$ cat src/rtl/led_pkg.sv
// rtl/led_pkg.sv - shared LED polarity constants and brightness helper
package led_pkg;

  localparam int N_LED = 8;
  localparam logic LED_ON  = 1'b0;
  localparam logic LED_OFF = 1'b1;

  function automatic int maxb(input int pwm_w);
    return (1 << pwm_w) - 1;
  endfunction

endpackage

$ cat src/rtl/led_pwm_chan.sv
// rtl/led_pwm_chan.sv - one LED channel: brightness register, linear decay, PWM compare
module led_pwm_chan
  import led_pkg::*;
#(
  parameter int PWM_W      = 6,
  parameter int DECAY_STEP = 2
) (
  input  logic             clk,
  input  logic             rst,
  input  logic             fade_en,
  input  logic             lit_n,
  input  logic             tick,
  input  logic [PWM_W-1:0] pwm_cnt,
  output logic             out_n
);

  localparam logic [PWM_W-1:0] MAXB = PWM_W'(maxb(PWM_W));
  localparam logic [PWM_W-1:0] STEP = PWM_W'(DECAY_STEP);

  logic [PWM_W-1:0] bright;
  logic [PWM_W-1:0] bright_dec;

  // Clamp at zero instead of wrapping so a tail never flashes back to full.
  assign bright_dec = (bright > STEP) ? (bright - STEP) : '0;

  always_ff @(posedge clk) begin
    if (!rst) begin
      bright <= '0;
      out_n  <= LED_OFF;
    end else begin
      out_n <= (bright > pwm_cnt) ? LED_ON : LED_OFF;
      if (lit_n == LED_ON)
        bright <= MAXB;
      else if (!fade_en)
        bright <= '0;
      else if (tick)
        bright <= bright_dec;
    end
  end

endmodule

$ cat src/rtl/led_fade_pwm.sv
// rtl/led_fade_pwm.sv - LED driver with comet-tail PWM fade-out of released LEDs
module led_fade_pwm
  import led_pkg::*;
#(
  parameter int N_LED      = led_pkg::N_LED,
  parameter int PWM_W      = 6,
  parameter int DECAY_DIV  = 50000,
  parameter int DECAY_STEP = 2
) (
  input  logic             clk,
  input  logic             rst,
  input  logic             fade_en,
  input  logic [N_LED-1:0] pat_in,
  output logic [N_LED-1:0] out
);

  localparam int PRESC_W = (DECAY_DIV > 1) ? $clog2(DECAY_DIV) : 1;
  localparam logic [PRESC_W-1:0] PRESC_MAX = PRESC_W'(DECAY_DIV - 1);
  localparam logic [PWM_W-1:0]   PWM_LAST  = PWM_W'(maxb(PWM_W) - 1);

  logic [N_LED-1:0]   pat_q;
  logic [PRESC_W-1:0] presc;
  logic [PRESC_W-1:0] presc_nxt;
  logic               tick;
  logic [PWM_W-1:0]   pwm_cnt;

  assign presc_nxt = (presc == PRESC_MAX) ? '0 : presc + PRESC_W'(1);

  // tick is registered from presc_nxt so it is high exactly while presc sits at its last value.
  always_ff @(posedge clk) begin
    if (!rst) begin
      pat_q   <= {N_LED{LED_OFF}};
      presc   <= '0;
      tick    <= 1'b0;
      pwm_cnt <= '0;
    end else begin
      pat_q   <= pat_in;
      presc   <= presc_nxt;
      tick    <= (presc_nxt == PRESC_MAX);
      pwm_cnt <= (pwm_cnt == PWM_LAST) ? '0 : pwm_cnt + PWM_W'(1);
    end
  end

  for (genvar i = 0; i < N_LED; i++) begin : g_chan
    led_pwm_chan #(
      .PWM_W      (PWM_W),
      .DECAY_STEP (DECAY_STEP)
    ) u_chan (
      .clk     (clk),
      .rst     (rst),
      .fade_en (fade_en),
      .lit_n   (pat_q[i]),
      .tick    (tick),
      .pwm_cnt (pwm_cnt),
      .out_n   (out[i])
    );
  end

endmodule
$ cat config.mk
export PLATFORM = sky130hd
export DESIGN_NAME = led_fade_pwm
export DESIGN_NICKNAME = d
export VERILOG_FILES = /design/src/rtl/led_pkg.sv /design/src/rtl/led_pwm_chan.sv /design/src/rtl/led_fade_pwm.sv
export SDC_FILE = /design/constraint.sdc
export NUM_CORES = 1
export LEC_CHECK = 0
export CELL_PAD_IN_SITES_DETAIL_PLACEMENT = 1
export CELL_PAD_IN_SITES_GLOBAL_PLACEMENT = 1
export CORE_MARGIN = 4
export CORE_UTILIZATION = 50
export CTS_CLUSTER_SIZE = 40
export DETAILED_ROUTE_END_ITERATION = 10
export HOLD_SLACK_MARGIN = 0.12
export PLACE_DENSITY_LB_ADDON = 0.1
export SKIP_LAST_GASP = 1
export SLEW_MARGIN = 20
export SYNTH_ARGS = -nofsm -noshare
export SYNTH_HDL_FRONTEND = slang
export SYNTH_SLANG_ARGS = --single-unit
$ cat constraint.sdc
create_clock -name clk -period 3.7 [get_ports clk]
set_input_delay 0.925 -clock clk [delete_from_list [all_inputs] [get_ports clk]]
set_output_delay 0.925 -clock clk [all_outputs]
set_load 0.005 [all_outputs]
==> flow_metrics.py <==
metrics = {
    "worst_hold_path": {
        "whs_path_depth": 2,
        "holdPathEnd": "g_chan[4].u_chan.bright[0]$_SDFFE_PN0P_",
        "hp-start": "g_chan[4].u_chan.bright[0]$_SDFFE_PN0P_",
        "hp-class": "reg2reg",
    },
    "die": {
        "die_x_um": 109,
        "die_area_mm2": 0.0118,
        "ios": 19,
        "initial_core_util_pct": 51.6,
        "die_y_um": 109,
        "core.rowCount": 36,
        "core_area_mm2": 0.00982,
    },
    "yosys": {
        "seq_area_frac_synth_pct": 34.4,
        "synth_common_cells": "dfxtp_1, a21oi_1, ha_1",
        "yosysMostFrequentCell": "dfxtp_1",
        "synthCells": 592,
        "yosys_register_bits": 87,
        "yosysTopAreaCell": "dfxtp_1",
        "synthesis.nets": 662,
        "synth_compound_area_share_pct": 20.6,
        "netlist_area_mm2": 0.00507,
        "synth.top_cell.area_share_pct": 34.4,
        "synth_edf_count": 0,
        "synth_cell_types": 48,
        "avgSynthCellArea_um2": 8.56,
        "synthXorXnorAreaFrac_pct": 3.46,
        "synth_top_family_by_area": "simple AND/OR/NAND/NOR gates",
        "async_reset_ff_share_pct": 0,
        "ys.flop_type": "dfxtp_1",
        "yosys_warnings": 0,
        "synth_fa_ha_area_share_pct": 14.6,
        "synth-simple-area-share_pct": 21.5,
        "muxShareOfSynthArea_pct": 0,
        "synth_area_leaders": "dfxtp_1, ha_1, a21oi_1, nor2_1, nand3_1",
    },
    "critical_path": {
        "crit_fanout": 8,
        "cp.arrival_ns": 2.90,
        "crit_buf_inv": 1,
        "crit_chain": "clkdlybuf4s50_1, and2_1, o21ai_1, o211ai_1, o21ai_1, a21oi_1",
        "cp.depth": 6,
        "worstSetupPathType": "in2reg",
        "cpMostUsedCell": "o21ai_1",
        "start_kind": "input port",
        "crit_path_top_delay_cell": "and2_1",
        "path_delay_family": "compound AO/OA/AOI/OAI gates",
        "cpPeakStageDelay_ns": 0.63,
        "timing.rr.end": "g_chan[0].u_chan.bright[4]$_SDFFE_PN0P_",
        "endpoint_kind": "register",
        "reg2reg_depth": 5,
        "critPathRequiredTime_ns": 3.98,
        "r2r_start": "tick$_SDFF_PN0_",
        "crit_start": "fade_en",
        "rrSetupSlack_ns": 1.37,
    },
    "sta": {
        "worst_slew_pin_slew_ns": 0.977,
        "finalSetupTns_ns": 0,
        "fin_crit_sh_pct": 70.6,
        "rsz0062_at_grt": "false",
        "hold_violations": 0,
        "setup_viol_count_final": 0,
        "drv_slew": 0,
        "slew_headroom_pct": 34.7,
        "layout_min_cycle_time_ns": 2.61,
        "finClkSkew_ns": 0.00797,
        "fmax_ghz": 0.383,
        "holdWs_ns": 0.489,
    },
    "flow_run": {
        "cap_viol_max_count": 0,
    },
    "clock_network": {
        "cts.sink_count": 87,
        "post_cts_buffers": 0,
        "cts-resized-gates": 0,
        "htree_levels": 3,
        "path_clk_slew_ns": 0.09,
        "cts_tree": "yes",
        "ctsHoldBuffers": 0,
        "numCtsBuffers": 9,
        "clock_path_buffers": 2,
        "clk_latency_ns": 0.35,
        "clockRootBuffer": "clkbuf_8",
    },
    "route": {
        "final_antenna_net_count": 0,
        "vias": 4365,
        "postRouteWirelength_um": 13400,
        "wl_per_cell_um": 18.1,
        "drtPass1Iterations": 5,
        "vias_per_cell": 5.91,
        "drtIter0Drc": 140,
        "route.detailed.drc": 0,
    },
    "global_routing": {
        "antenna_found_initial": 0,
        "grt_pass1_wl_um": 22500,
        "grt_max_degree": 32,
        "grt_pass1_vias": 4647,
        "grt_usage_pct": 24.0,
        "grt_remaining_overflow": 0,
    },
    "pwr": {
        "power_density_mw_per_mm2": 369,
        "p_leak_nw": 2.17,
        "peakVddDrop_mv": 0.148,
        "power_mw": 2.03,
    },
    "cells_and_area": {
        "final_cells": 739,
        "drive_gt1_share_pct": 6.60,
        "final_cell_area_mm2": 0.00549,
        "diodes": 0,
        "area_delta_synth_final_pct": 8.37,
        "final_nets": 671,
        "num-fill-cells": 1213,
    },
    "place": {
        "gp_congestion": 0.835,
        "dp_cells": 723,
        "hpwl_um": 9280,
        "io_buffers": 18,
        "placed_area_mm2": 0.00532,
    },
    "outcome": {
        "outcome": "finished, final reports clean",
    },
}
[layout by cell type (no fill, tap or decap), drive strengths merged, types with 2 or more instances in the layout]
master         count
clkdlybuf4s50     18
nand2b             9
and4               2
o311ai             4
clkbuf            12
and3               3
o211ai            15
nand4b             2
o21ai             41
inv               40
clkinv             4
o221ai             8
xnor2             14
dfxtp             87
and2              21
nor3b              3
or3                7
ha                59
nor4               2
nand4              5
a31oi             11
a21oi             65
nor2b              8
or4                7
nand3             33
xor2               6
nand2             30
buf                4
a21o              17
nand3b             3
nor3              15
nor2              45
[worst reg2reg max path: stages (launching register included)]
cell      delay, ns
dfxtp_1        0.67
and2_1         0.72
o21ai_1        0.35
o211ai_1       0.26
o21ai_1        0.11
a21oi_1        0.15
[layer usage]
layer	GRT usage [%]	vias to the layer above	part of all wire [%]
met1	29.2	2161	46
li1	-	2137	-
met3	2.66	19	2.0
met5	0	-	0
met4	9.56	0	1.6
met2	43.0	48	50
[kinds of logic after synthesis]
family	count (synthesis)
compound gates	166
xor+xnor	20
fa+ha+maj	59
buf+inv	64
flops	87
simple gates	196
[sequential cells by signal, summed over array words and instances, names as in the netlist]
| register | cells |
|---|---|
| g_chan.u_chan.bright | 48 |
| pwm_cnt | 6 |
| pat_q | 8 |
| g_chan.u_chan.out_n | 8 |
| tick | 1 |
| presc | 16 |
[layout make-up]
class	instances	area, um2	area share [%]
inverters	40	150	2.73
repair buffers	22	210	3.83
clock buffers	12	155	2.83
well taps	133	166	3.03
multi-input cells	441	3050	55.5
clock inverters	4	20.0	0.365
flip-flops and latches	87	1740	31.7
[report_power, final]
group	leakage (nW)	internal, mW	total, mW	switching [mW]
clock network	0.0959	0.277	0.619	0.342
registers	0.716	0.991	1.06	0.0657
logic	1.36	0.169	0.351	0.182
total	2.17	1.44	2.03	0.589
[how the worst max path moves through the flow]
stage                                               to
2_1_floorplan  g_chan[3].u_chan.bright[5]$_SDFFE_PN0P_
4_1_cts        g_chan[0].u_chan.bright[4]$_SDFFE_PN0P_
3_5_place_dp   g_chan[0].u_chan.bright[4]$_SDFFE_PN0P_
5_1_grt        g_chan[0].u_chan.bright[4]$_SDFFE_PN0P_
3_3_place_gp   g_chan[0].u_chan.bright[4]$_SDFFE_PN0P_
6_report       g_chan[0].u_chan.bright[4]$_SDFFE_PN0P_
[per-stage QoR]
| step | utilization (%) | worst slack, ns |
|---|---|---|
| after floorplan | - | 1.84 |
| after global placement | 54.1 | 0.810 |
| after detailed placement | 54.1 | 0.743 |
| after CTS | 55.9 | 1.12 |
| after global routing | 55.9 | 1.01 |
| final | 55.9 | 1.09 |
Note: power is estimated with default switching activity, not from simulation.
